File: src/rtl/load_store_unit_if.sv
// Bundle of EX request, data-memory and writeback signals around the load/store unit.
// master = the load/store unit itself, slave = its environment (EX stage, data memory, writeback).
interface load_store_unit_if #(
    parameter int ADDR_W   = 8,
    parameter int DATA_W   = 8,
    parameter int RD_W     = 3,
    parameter int SB_DEPTH = 4
);
    localparam int CNT_W = $clog2(SB_DEPTH) + 1;

    logic              ex_valid;
    logic              ex_is_load;
    logic              ex_is_store;
    logic [ADDR_W-1:0] ex_addr;
    logic [DATA_W-1:0] ex_wdata;
    logic [RD_W-1:0]   ex_rd;
    logic              lsu_stall;
    logic              mem_read;
    logic              mem_write;
    logic [ADDR_W-1:0] mem_addr;
    logic [DATA_W-1:0] mem_wdata;
    logic [DATA_W-1:0] mem_rdata;
    logic              wb_valid;
    logic [RD_W-1:0]   wb_rd;
    logic [DATA_W-1:0] wb_data;
    logic [CNT_W-1:0]  sb_count;

    modport master (
        input  ex_valid, ex_is_load, ex_is_store, ex_addr, ex_wdata, ex_rd, mem_rdata,
        output lsu_stall, mem_read, mem_write, mem_addr, mem_wdata,
        output wb_valid, wb_rd, wb_data, sb_count
    );

    modport slave (
        output ex_valid, ex_is_load, ex_is_store, ex_addr, ex_wdata, ex_rd, mem_rdata,
        input  lsu_stall, mem_read, mem_write, mem_addr, mem_wdata,
        input  wb_valid, wb_rd, wb_data, sb_count
    );
endinterface

File: src/rtl/load_store_unit.sv
// Load/store unit: FIFO store buffer drained to the data memory, 3-cycle memory load path.
// Optional macro STORE_FWD_EN: loads hitting a buffered store are served from the buffer.
module load_store_unit #(
    parameter int ADDR_W   = 8,
    parameter int DATA_W   = 8,
    parameter int RD_W     = 3,
    parameter int SB_DEPTH = 4
) (
    input  logic               i_clk,
    input  logic               i_reset,
    load_store_unit_if.master  bus
);
    localparam int PTR_W = $clog2(SB_DEPTH);
    localparam int CNT_W = PTR_W + 1;

    localparam logic [1:0] S_IDLE    = 2'd0;
    localparam logic [1:0] S_LD_ADDR = 2'd1;
    localparam logic [1:0] S_LD_DATA = 2'd2;

    logic [1:0]        r_state;
    logic [ADDR_W-1:0] r_sb_addr [SB_DEPTH];
    logic [DATA_W-1:0] r_sb_data [SB_DEPTH];
    logic [PTR_W-1:0]  r_head;
    logic [PTR_W-1:0]  r_tail;
    logic [CNT_W-1:0]  r_count;
    logic [RD_W-1:0]   r_ld_rd;
    logic              r_mem_read;
    logic              r_mem_write;
    logic [ADDR_W-1:0] r_mem_addr;
    logic [DATA_W-1:0] r_mem_wdata;
    logic              r_wb_valid;
    logic [RD_W-1:0]   r_wb_rd;
    logic [DATA_W-1:0] r_wb_data;

    logic              w_is_store;
    logic              w_is_load;
    logic              w_sb_full;
    logic              w_sb_empty;
    logic              w_ld_block;
    logic              w_stall;
    logic              w_acc_st;
    logic              w_acc_ld;
    logic              w_ld_mem;
    logic              w_pop;
    logic              w_fwd_hit;
    logic [DATA_W-1:0] w_fwd_data;

    // A simultaneous load+store request is treated as a store.
    assign w_is_store = bus.ex_is_store;
    assign w_is_load  = bus.ex_is_load & ~bus.ex_is_store;
    assign w_sb_full  = (r_count == CNT_W'(SB_DEPTH));
    assign w_sb_empty = (r_count == CNT_W'(0));

`ifdef STORE_FWD_EN
    assign w_ld_block = 1'b0;

    // Youngest matching buffered entry wins; later iterations are younger.
    always_comb begin : fwd_scan
        logic [PTR_W-1:0] v_idx;
        w_fwd_hit  = 1'b0;
        w_fwd_data = {DATA_W{1'b0}};
        v_idx      = r_head;
        for (int i = 0; i < SB_DEPTH; i++) begin
            v_idx = r_head + PTR_W'(i);
            if ((CNT_W'(i) < r_count) && (r_sb_addr[v_idx] == bus.ex_addr)) begin
                w_fwd_hit  = 1'b1;
                w_fwd_data = r_sb_data[v_idx];
            end else begin
                w_fwd_hit  = w_fwd_hit;
            end
        end
    end
`else
    assign w_ld_block = ~w_sb_empty;
    assign w_fwd_hit  = 1'b0;
    assign w_fwd_data = {DATA_W{1'b0}};
`endif

    assign w_stall  = (r_state != S_IDLE)
                    | (bus.ex_valid & w_is_store & w_sb_full)
                    | (bus.ex_valid & w_is_load & w_ld_block);
    assign w_acc_st = bus.ex_valid & ~w_stall & w_is_store;
    assign w_acc_ld = bus.ex_valid & ~w_stall & w_is_load;
    assign w_ld_mem = w_acc_ld & ~w_fwd_hit;
    // The port is given to a load in its accept cycle; any other cycle drains one store.
    assign w_pop    = ~w_sb_empty & ~w_acc_ld;

    assign bus.lsu_stall = w_stall;
    assign bus.mem_read  = r_mem_read;
    assign bus.mem_write = r_mem_write;
    assign bus.mem_addr  = r_mem_addr;
    assign bus.mem_wdata = r_mem_wdata;
    assign bus.wb_valid  = r_wb_valid;
    assign bus.wb_rd     = r_wb_rd;
    assign bus.wb_data   = r_wb_data;
    assign bus.sb_count  = r_count;

    // Store buffer storage, pointers and occupancy.
    always_ff @(posedge i_clk) begin
        if (i_reset) begin
            r_head  <= PTR_W'(0);
            r_tail  <= PTR_W'(0);
            r_count <= CNT_W'(0);
            for (int i = 0; i < SB_DEPTH; i++) begin
                r_sb_addr[i] <= {ADDR_W{1'b0}};
                r_sb_data[i] <= {DATA_W{1'b0}};
            end
        end else begin
            if (w_acc_st) begin
                r_sb_addr[r_tail] <= bus.ex_addr;
                r_sb_data[r_tail] <= bus.ex_wdata;
                r_tail            <= r_tail + PTR_W'(1);
            end
            if (w_pop) begin
                r_head <= r_head + PTR_W'(1);
            end
            r_count <= r_count + CNT_W'(w_acc_st) - CNT_W'(w_pop);
        end
    end

    // Load FSM, memory strobes and writeback outputs.
    always_ff @(posedge i_clk) begin
        if (i_reset) begin
            r_state     <= S_IDLE;
            r_ld_rd     <= {RD_W{1'b0}};
            r_mem_read  <= 1'b0;
            r_mem_write <= 1'b0;
            r_mem_addr  <= {ADDR_W{1'b0}};
            r_mem_wdata <= {DATA_W{1'b0}};
            r_wb_valid  <= 1'b0;
            r_wb_rd     <= {RD_W{1'b0}};
            r_wb_data   <= {DATA_W{1'b0}};
        end else begin
            case (r_state)
                S_IDLE:    r_state <= w_ld_mem ? S_LD_ADDR : S_IDLE;
                S_LD_ADDR: r_state <= S_LD_DATA;
                S_LD_DATA: r_state <= S_IDLE;
                default:   r_state <= S_IDLE;
            endcase
            r_mem_read  <= w_ld_mem;
            r_mem_write <= w_pop;
            if (w_ld_mem) begin
                r_mem_addr <= bus.ex_addr;
            end else if (w_pop) begin
                r_mem_addr  <= r_sb_addr[r_head];
                r_mem_wdata <= r_sb_data[r_head];
            end
            if (w_acc_ld) begin
                r_ld_rd <= bus.ex_rd;
            end
            r_wb_valid <= 1'b0;
            if (r_state == S_LD_DATA) begin
                r_wb_valid <= 1'b1;
                r_wb_rd    <= r_ld_rd;
                r_wb_data  <= bus.mem_rdata;
            end else if (w_acc_ld & w_fwd_hit) begin
                r_wb_valid <= 1'b1;
                r_wb_rd    <= bus.ex_rd;
                r_wb_data  <= w_fwd_data;
            end
        end
    end
endmodule
File: src/flat_wrapper.sv
// flat-port wrapper written by rule: the top's interface ports become plain ports
module load_store_unit_flat 
#(
    parameter int ADDR_W   = 8,
    parameter int DATA_W   = 8,
    parameter int RD_W     = 3,
    parameter int SB_DEPTH = 4
)
  (i_clk, i_reset, bus_ex_valid, bus_ex_is_load, bus_ex_is_store, bus_ex_addr, bus_ex_wdata, bus_ex_rd, bus_mem_rdata, bus_lsu_stall, bus_mem_read, bus_mem_write, bus_mem_addr, bus_mem_wdata, bus_wb_valid, bus_wb_rd, bus_wb_data, bus_sb_count);
  load_store_unit_if #(.ADDR_W(ADDR_W), .DATA_W(DATA_W), .RD_W(RD_W), .SB_DEPTH(SB_DEPTH)) bus_i ();
  input  logic i_clk;
  input  logic i_reset;
  input wire logic [$bits(bus_i.ex_valid)-1:0] bus_ex_valid;
  input wire logic [$bits(bus_i.ex_is_load)-1:0] bus_ex_is_load;
  input wire logic [$bits(bus_i.ex_is_store)-1:0] bus_ex_is_store;
  input wire logic [$bits(bus_i.ex_addr)-1:0] bus_ex_addr;
  input wire logic [$bits(bus_i.ex_wdata)-1:0] bus_ex_wdata;
  input wire logic [$bits(bus_i.ex_rd)-1:0] bus_ex_rd;
  input wire logic [$bits(bus_i.mem_rdata)-1:0] bus_mem_rdata;
  output wire logic [$bits(bus_i.lsu_stall)-1:0] bus_lsu_stall;
  output wire logic [$bits(bus_i.mem_read)-1:0] bus_mem_read;
  output wire logic [$bits(bus_i.mem_write)-1:0] bus_mem_write;
  output wire logic [$bits(bus_i.mem_addr)-1:0] bus_mem_addr;
  output wire logic [$bits(bus_i.mem_wdata)-1:0] bus_mem_wdata;
  output wire logic [$bits(bus_i.wb_valid)-1:0] bus_wb_valid;
  output wire logic [$bits(bus_i.wb_rd)-1:0] bus_wb_rd;
  output wire logic [$bits(bus_i.wb_data)-1:0] bus_wb_data;
  output wire logic [$bits(bus_i.sb_count)-1:0] bus_sb_count;
  assign bus_i.ex_valid = bus_ex_valid;
  assign bus_i.ex_is_load = bus_ex_is_load;
  assign bus_i.ex_is_store = bus_ex_is_store;
  assign bus_i.ex_addr = bus_ex_addr;
  assign bus_i.ex_wdata = bus_ex_wdata;
  assign bus_i.ex_rd = bus_ex_rd;
  assign bus_i.mem_rdata = bus_mem_rdata;
  assign bus_lsu_stall = bus_i.lsu_stall;
  assign bus_mem_read = bus_i.mem_read;
  assign bus_mem_write = bus_i.mem_write;
  assign bus_mem_addr = bus_i.mem_addr;
  assign bus_mem_wdata = bus_i.mem_wdata;
  assign bus_wb_valid = bus_i.wb_valid;
  assign bus_wb_rd = bus_i.wb_rd;
  assign bus_wb_data = bus_i.wb_data;
  assign bus_sb_count = bus_i.sb_count;
  load_store_unit #(.ADDR_W(ADDR_W), .DATA_W(DATA_W), .RD_W(RD_W), .SB_DEPTH(SB_DEPTH)) u_core (.i_clk(i_clk), .i_reset(i_reset), .bus(bus_i));
endmodule
File: config.mk
export PLATFORM = sky130hd
export DESIGN_NAME = load_store_unit_flat
export DESIGN_NICKNAME = d
export VERILOG_FILES = /design/src/rtl/load_store_unit_if.sv /design/src/rtl/load_store_unit.sv /design/src/flat_wrapper.sv
export SDC_FILE = /design/constraint.sdc
export NUM_CORES = 1
export LEC_CHECK = 0
export ABC_AREA = 1
export BUFFER_PORTS_ARGS = -buffer_cell sky130_fd_sc_hd__buf_2
export CORE_MARGIN = 2
export CORE_UTILIZATION = 52
export CTS_CLUSTER_SIZE = 14
export DETAILED_ROUTE_END_ITERATION = 8
export HOLD_SLACK_MARGIN = 0.12
export PLACE_DENSITY = 0.76
export SLEW_MARGIN = 20
export SYNTH_ARGS = -nofsm -noshare
export SYNTH_HDL_FRONTEND = slang
export SYNTH_SLANG_ARGS = --single-unit
File: constraint.sdc
create_clock -name i_clk -period 2.55 [get_ports i_clk]
set_input_delay 0.1275 -clock i_clk [delete_from_list [all_inputs] [get_ports i_clk]]
set_output_delay 0.1275 -clock i_clk [all_outputs]
set_load 0.05 [all_outputs]
# == Word level (Yosys, flattened, before mapping) ==
# Memories as Yosys holds them, arrays and structs flattened. A register that Yosys moved wholly into a read port is not among the register bits.
# Index checks and enable logic that the tools add are counted.
# word_totals
reg_bits,34
in_bits,32
out_inout_bits,34
ram_bits,64
memories,2
elab_cells,60
# mem_list
name,depth,word_bits,rd,rd_clocked_by_memory_dff,wr,line_no,text
u_core.r_sb_addr,4,8,1,1,4,load_store_unit.sv:21,logic [ADDR_W-1:0] r_sb_addr [SB_DEPTH];
u_core.r_sb_data,4,8,1,1,4,load_store_unit.sv:22,logic [DATA_W-1:0] r_sb_data [SB_DEPTH];
# classes
n_bitwise,15
addsub,4
n_reduce_logical,7
mux,18
n_eq_ne,3
# ops
op,count
8-bit 2-to-1 mux,4
8-bit OR reduction,2
1-bit AND,9
1-bit 2-to-1 mux,9
2-bit 2-to-1 mux,4
2-bit by 1-bit adder with 2-bit output (second input constant),2
1-bit inverter,4
2-bit one-hot mux with 2 select lines,1
2-bit nonzero test,2
3-bit by 1-bit adder with 3-bit output,1
3-bit == test (second input constant),1
3-bit logical NOT,1
3-bit by 1-bit subtractor with 3-bit output,1
2-bit by 1-bit == test with 1-bit output (second input constant),1
2-bit == test (second input constant),1
2-bit logical NOT,1
1-bit OR,2
2-bit AND reduction,1

# == Logic depth before layout (Yosys ltp) ==
# Gate-level depths: netlist of the first run.
# depth
depth_word,13
depth_mapped,10
depth_no_buf,10

# == Least setup slack after synthesis of the first run ==
# Ideal clock, no wire load.
# synth_timing
path_type,flip-flop to flip-flop
startpoint,register u_core.r_count[1] (netlist: u_core.bus.sb_count[1])
endpoint,memory u_core.r_sb_addr[1][0] (enable)
path_stages_with_launch,6
path_buffers,0
setup_ps,411
path_slack_ps,-204
synth_period_minus_slack_ps,2754
t_required_ps,2139
t_arrival_ps,2343
path_cell_list,dfxtp_1 -> nor2_1 -> nand2_1 -> nand2_1 -> nand4_1 -> o21ai_0
# synth_rtl
element,line_no,text
start: declaration,load_store_unit.sv:25,logic [CNT_W-1:0] r_count;
start signal: assignment,load_store_unit.sv:117,r_count <= r_count + CNT_W'(w_acc_st) - CNT_W'(w_pop);
end: declaration,load_store_unit.sv:21,

# == Worst setup path in the final report of the first run ==
# layout_timing
startpoint,register u_core.r_count[1] (netlist: u_core.bus.sb_count[1])
endpoint,register u_core.r_count[2] (netlist: u_core.bus.sb_count[2])
# layout_via
elab_cells_between_ends,15
cone_classes,add/sub (2); eq/ne (1); bitwise (11); reduce/logical (1)
# layout_rtl
element,line_no,text
3-bit == test / 3-bit logical NOT (equally long branches),"load_store_unit.sv:51, load_store_unit.sv:52",
1-bit AND / 1-bit inverter (equally long branches),"load_store_unit.sv:80, load_store_unit.sv:74",
1-bit OR / 1-bit AND (equally long branches),"load_store_unit.sv:80, load_store_unit.sv:81",
1-bit OR *,load_store_unit.sv:81,| (bus.ex_valid & w_is_load & w_ld_block);
1-bit inverter *,load_store_unit.sv:82,assign w_acc_st = bus.ex_valid & ~w_stall & w_is_store;
1-bit AND * (2 in series),load_store_unit.sv:82,
via u_core.w_acc_st,load_store_unit.sv:41,logic w_acc_st;
3-bit by 1-bit adder with 3-bit output *,load_store_unit.sv:117,
3-bit by 1-bit subtractor with 3-bit output *,load_store_unit.sv:117,
# The timed path passes the listed nets; every way through them passes the cells marked *.
# A chain may end at the register's enable or synchronous reset.

==> impl_metrics.ini, run 1 <==
[timing]
hold_viol_final = 0
setup_viol = 0
max_freq_mhz = 486
clock_skew_ns = 0.0113
rsz0062_at_grt = false
fin_crit_sh = 0.807
fin_hold_ws_ns = 0.132
tightest_slew_ns = 0.748
drv_slew = 0
fin_crit_ns = 2.06
relSlewSlack = 0.500

[run]
maxCapViolCount = 0

[critical_path]
crit_type = flop to flop
crit_path_end_kind = flop
ff2ff_setup_slack_ns = 0.49
worstPathRequired_ns = 2.85
crit_arrival_ns = 2.35
crit_fanout = 6
crit_path_start_kind = flop

[drt]
drt_wl_total_um = 11000
drc = 0
avgViaCountPerCell = 5.27
drt-wirelength-per-cell_um = 15.2
num_vias = 3802
ant_nets = 0
drt_pass1_iterations = 5
dr.first_iter.drc_count = 349

[synthesis]
ys_ff_latch = 108
synth_top_cell_area_share = 0.399
synthMuxAreaShare = 0
synth.net_count = 558
synthTopCellsByArea = edfxtp_1 (40%), dfxtp_1 (18%), nor2_1 (9.0%), inv_1 (5.2%), o21ai_0 (5.2%)
synth_xor_area_frac = 0.00182
synth_common_cells = nor2_1 (115), inv_1 (67), edfxtp_1 (64)
yosys.area.top_type = edfxtp_1
yosys_warnings = 0
synth_top_family_by_area = simple AND/OR/NAND/NOR gates
synth_adder_area_share = 0.00935
synth_ff_type = edfxtp_1
synth_compound_area_frac = 0.0727
synth_edf_count = 64
syn-cell-area_um2 = 4820
yosysMostFrequentCell = nor2_1
synth.avg_cell_area_um2 = 9.21
synth_seq_area_share = 0.582
synthCells = 523
netlist-cell-type-count = 25
yosys.area_share.simple = 0.245
synthArstFlopShare = 0

[floorplanning]
boundaryPins = 66
dieArea_um2 = 10100
die_x_um = 100
start_util = 0.529
die_y_um = 100
core_area_um2 = 9110
num_rows = 35

[final_layout]
seqCellArea_um2 = 2800
finalNonFillerCells = 722
synthToLayoutAreaGrowth_pct = 16.9
fin_area_um2 = 5630
multi_input_comb_area_um2 = 1590
num_antenna_cells = 0
fin_nets = 641
nFillCells = 731
drive_gt1_frac = 0.203

[power]
leakage_nw = 2.58
totalPowerFinal_w = 0.00534
power_per_cell_area_nw_per_um2 = 947
ir_drop_uv = 593

[clock_network]
cts.sinks = 108
cts_tree = done
clock_latency_ns = 0.36
cts_buffers = 9
cts_root_buffer = clkbuf_8
clk_path_buf_depth = 2
path_clk_slew_ns = 0.10
cts-htree-levels = 3

[global_routing]
grt_pass1_wl_um = 18100
grt_pass1_vias = 3753
grt_max_degree = 27
grt-ovfl-total = 0
grt.total_usage = 0.233
antenna_found_initial = 0

[placement]
placedCellCount = 686
dp_hpwl_um = 7310
portBuffers = 65
placed_area_um2 = 5240
gp_congestion = 0.874

[status]
status = finished clean

[worst_hold_path]
hold_class = primary input to flop
## where the power goes
group          switching [W]  internal, W
Sequential          0.000151      0.00209
Clock               0.000553     0.000478
Combinational        0.00150     0.000562
Total                0.00220      0.00313
## flip-flops by register name, indices dropped and copies added, names as in the netlist, 3 cells and up, named ones only
signal / count
u_core.r_sb_data: 32
u_core.r_ld_rd: 3
u_core.bus.mem_wdata: 8
u_core.bus.wb_data: 8
u_core.r_sb_addr: 32
u_core.bus.wb_rd: 3
u_core.bus.mem_addr: 8
u_core.bus.sb_count: 3
## cells in the final DEF (no fill, tap or decap), drive strengths merged
master / instances
a21oi: 7
buf: 81
bufinv: 1
clkbuf: 11
clkinv: 5
dfxtp: 44
dlygate4sd3: 20
edfxtp: 64
fa: 1
ha: 2
inv: 70
nand2: 55
nand3: 29
nand4: 28
nor2: 131
o21ai: 51
o21bai: 8
or2: 2
xor2: 1
## worst max-delay path, cell delays in order (launching register included)
cell and delay, ns:
dfxtp_1 0.43, nor2_1 0.09, nand2_1 0.11, nand2_1 0.06
nand4_1 0.21, inv_1 0.08, ha_1 0.21, fa_1 0.39
or2_2 0.31, a21oi_1 0.11
## per-stage QoR
stage                     utilization  setup TNS [ns]  worst slack, ns
final                           0.618               0            0.492
after global routing            0.618               0            0.330
after CTS                       0.618               0            0.495
after detailed placement        0.575               0            0.531
after global placement          0.575               0            0.605
after floorplan                     -           -9.78           -0.204
## routing by layer
metal | track usage | vias to the layer above | share of wire
met5 | 0 | - | 0
met4 | 0.0927 | 0 | 0.017
met3 | 0.0355 | 19 | 0.066
met2 | 0.403 | 165 | 0.50
met1 | 0.294 | 1755 | 0.41
li1 | - | 1863 | -
## path summary, 6_finish.rpt
check	start	to	depth (start not counted)
setup reg to reg	u_core.bus.sb_count[1]$_SDFF_PP0_	u_core.bus.sb_count[2]$_SDFF_PP0_	9
setup / recovery	u_core.bus.sb_count[1]$_SDFF_PP0_	u_core.bus.sb_count[2]$_SDFF_PP0_	9
hold reg to reg	u_core.r_state[0]$_SDFF_PP0_	u_core.r_state[1]$_SDFF_PP0_	2
hold / removal	i_reset	u_core.bus.mem_addr[2]$_SDFFE_PP0P_	2
## kinds of logic after synthesis
logic type                 Yosys count
DFF                                108
adders and majority gates            3
and+or+nand+nor                    245
buffers and inverters              100
xor gates and xnor gates             1
AOI/OAI and AO/OA                   66
## final cells by class
type	count	area share
clock buffer	11	0.0251
clock inverter	5	0.00911
inverter	71	0.0473
multi-input combinational	315	0.282
sequential	108	0.498
tap	111	0.0247
timing repair buffer	101	0.115
## what timing repair did
action	in CTS	in global routing
setup buffers	0	0
endpoints found under the hold margin	20	0
hold buffers	20	0
resized for setup	0	0
Power figures use the tool's default switching activity.
==> inputs of run 2 (changes only) <==
--- a/config.mk
+++ b/config.mk
@@ -8,11 +8,11 @@
 export ABC_AREA = 1
 export BUFFER_PORTS_ARGS = -buffer_cell sky130_fd_sc_hd__buf_2
 export CORE_MARGIN = 2
-export CORE_UTILIZATION = 52
+export CORE_UTILIZATION = 55
 export CTS_CLUSTER_SIZE = 14
 export DETAILED_ROUTE_END_ITERATION = 8
 export HOLD_SLACK_MARGIN = 0.12
-export PLACE_DENSITY = 0.76
+export PLACE_DENSITY = 0.77
 export SLEW_MARGIN = 20
 export SYNTH_ARGS = -nofsm -noshare
 export SYNTH_HDL_FRONTEND = slang
==> constraint.sdc (replaced) <==
create_clock -name i_clk -period 1.9 [get_ports i_clk]
set_input_delay 0.095 -clock i_clk [delete_from_list [all_inputs] [get_ports i_clk]]
set_output_delay 0.095 -clock i_clk [all_outputs]
set_load 0.05 [all_outputs]
==> impl_metrics.ini, run 2 (same netlist as run 1, synthesis figures left out) <==
[status]
status = finished clean

[timing]
hold_viol_final = 0
max_freq_mhz = 537
fin_hold_ws_ns = 0.345
clock_skew_ns = 0.0101
tightest_slew_ns = 0.572
relSlewSlack = 0.618
setup_viol = 0
fin_crit_ns = 1.86
drv_slew = 0
setup_tns_ns = 0
fin_crit_sh = 0.980

[worst_hold_path]
worstHoldPathCells = 6
hold_end = u_core.r_tail[0]$_SDFFE_PP0P_
hp-start = bus_ex_valid
hold_class = primary input to flop

[critical_path]
slowest_delay_ns = 0.39
crit_arrival_ns = 2.17
crit_path_top_delay_cell = fa_2
r2r_start = u_core.bus.sb_count[0]$_SDFF_PP0_
worstRegToRegCells = 8
ff2ff_setup_slack_ns = 0.04
crit_path_start_kind = flop
critPathMostFrequentCell = ha_4
path_depth = 8
path_cells = nor2_4 > nand2_4 > ha_4 > inv_2 > ha_4 > fa_2 > or2_4 > a21oi_2
path_buf_inv = 1
crit_fanout = 3
crit_type = flop to flop
worstReg2RegEnd = u_core.bus.sb_count[2]$_SDFF_PP0_
crit_path_end_kind = flop
path_delay_family = adder cells
worstPathRequired_ns = 2.21

[drt]
avgViaCountPerCell = 5.25
drt_pass1_iterations = 6
drt-wirelength-per-cell_um = 14.3
dr.first_iter.drc_count = 228
drt_wl_total_um = 10500
num_vias = 3856
ant_nets = 0
drc = 0

[clock_network]
path_clk_slew_ns = 0.10
cts.sinks = 108
clock_latency_ns = 0.37
cts_root_buffer = clkbuf_8
cts-htree-levels = 3
clk_path_buf_depth = 2
cts_tree = done
cts_buffers = 9

[final_layout]
final_common_cell = nor2_1
top_regs = u_core.r_sb_addr (32), u_core.r_sb_data (32)
finalNonFillerCells = 735
final_cell_mix = nor2_1 (114), inv_1 (66), buf_2 (65)
nFillCells = 664
drive_gt1_frac = 0.230
utilization = 0.681
num_antenna_cells = 0
fin_nets = 657
synthToLayoutAreaGrowth_pct = 21.5

[floorplanning]
core_area_um2 = 8590
die_y_um = 97.6
dieArea_um2 = 9520
num_rows = 34
die_x_um = 97.6
start_util = 0.561
boundaryPins = 66

[power]
power_per_cell_area_nw_per_um2 = 1260
totalPowerFinal_w = 0.00736
leakage_nw = 2.67
ir_drop_uv = 694

[placement]
portBuffers = 65
gp_congestion = 0.861
dp_hpwl_um = 7230
placedCellCount = 689

[global_routing]
grt_pass1_vias = 3744
grt-ovfl-total = 0
antenna_found_initial = 0
grt_pass1_wl_um = 17000
grt.total_usage = 0.226
grt_max_degree = 22

[run]
maxCapViolCount = 0
[run 2: worst max-delay path by stage]
stage	start	to	slack [ns]
floorplan	u_core.bus.sb_count[0]$_SDFF_PP0_	u_core.bus.sb_count[2]$_SDFF_PP0_	-0.18
global placement	u_core.bus.sb_count[0]$_SDFF_PP0_	u_core.bus.sb_count[2]$_SDFF_PP0_	0.05
detailed placement	u_core.bus.sb_count[0]$_SDFF_PP0_	u_core.bus.sb_count[2]$_SDFF_PP0_	-0.03
CTS	u_core.bus.sb_count[1]$_SDFF_PP0_	u_core.bus.sb_count[2]$_SDFF_PP0_	-0.01
global route	u_core.bus.sb_count[0]$_SDFF_PP0_	u_core.bus.sb_count[2]$_SDFF_PP0_	-0.02
finish	u_core.bus.sb_count[0]$_SDFF_PP0_	u_core.bus.sb_count[2]$_SDFF_PP0_	0.04
[run 2: area by class of cell]
type / count / area [um2] / area share
tap: 108 / 135 / 0.0231
inverter: 71 / 267 / 0.0455
sequential: 108 / 2810 / 0.480
multi-input combinational: 315 / 1640 / 0.280
clock inverter: 5 / 40.0 / 0.00684
timing repair buffer: 117 / 798 / 0.136
clock buffer: 11 / 163 / 0.0278
[run 2: power by group]
| group | internal (W) | leakage, nW | switching (W) | total [W] |
|---|---|---|---|---|
| registers | 0.00282 | 1.02 | 0.000210 | 0.00303 |
| clock network | 0.000606 | 0.107 | 0.000798 | 0.00140 |
| logic | 0.000889 | 1.54 | 0.00203 | 0.00292 |
[run 2: per-stage QoR]
stage | setup slack [ns] | instance area (um2)
final | 0.0375 | 5850
after global routing | -0.0210 | 5850
after CTS | -0.0126 | 5800
after detailed placement | -0.0303 | 5310
after global placement | 0.0546 | 5310
after floorplan | -0.179 | 4850
[run 2: worst min-delay path, cell delays in order]
cell	delay (ns)
buf_2	0.10
nand2_1	0.06
inv_1	0.08
buf_4	0.20
nand4_1	0.10
nand2_1	0.05
[run 2: what timing repair did]
action	CTS	global route
setup buffers	0	2
pin swaps	1	3
hold buffers	28	0
cloned	0	0
resized for setup	2	8
endpoints found under the hold margin	43	0
setup endpoints to repair	2	2
[run 2: per-layer routing]
metal  vias up  share of wire  global-route usage
li1       1904              -                   -
met1      1810           0.39               0.269
met2       118           0.53               0.403
met3        24          0.051              0.0353
met4         0          0.024               0.101
met5         -              0                   0
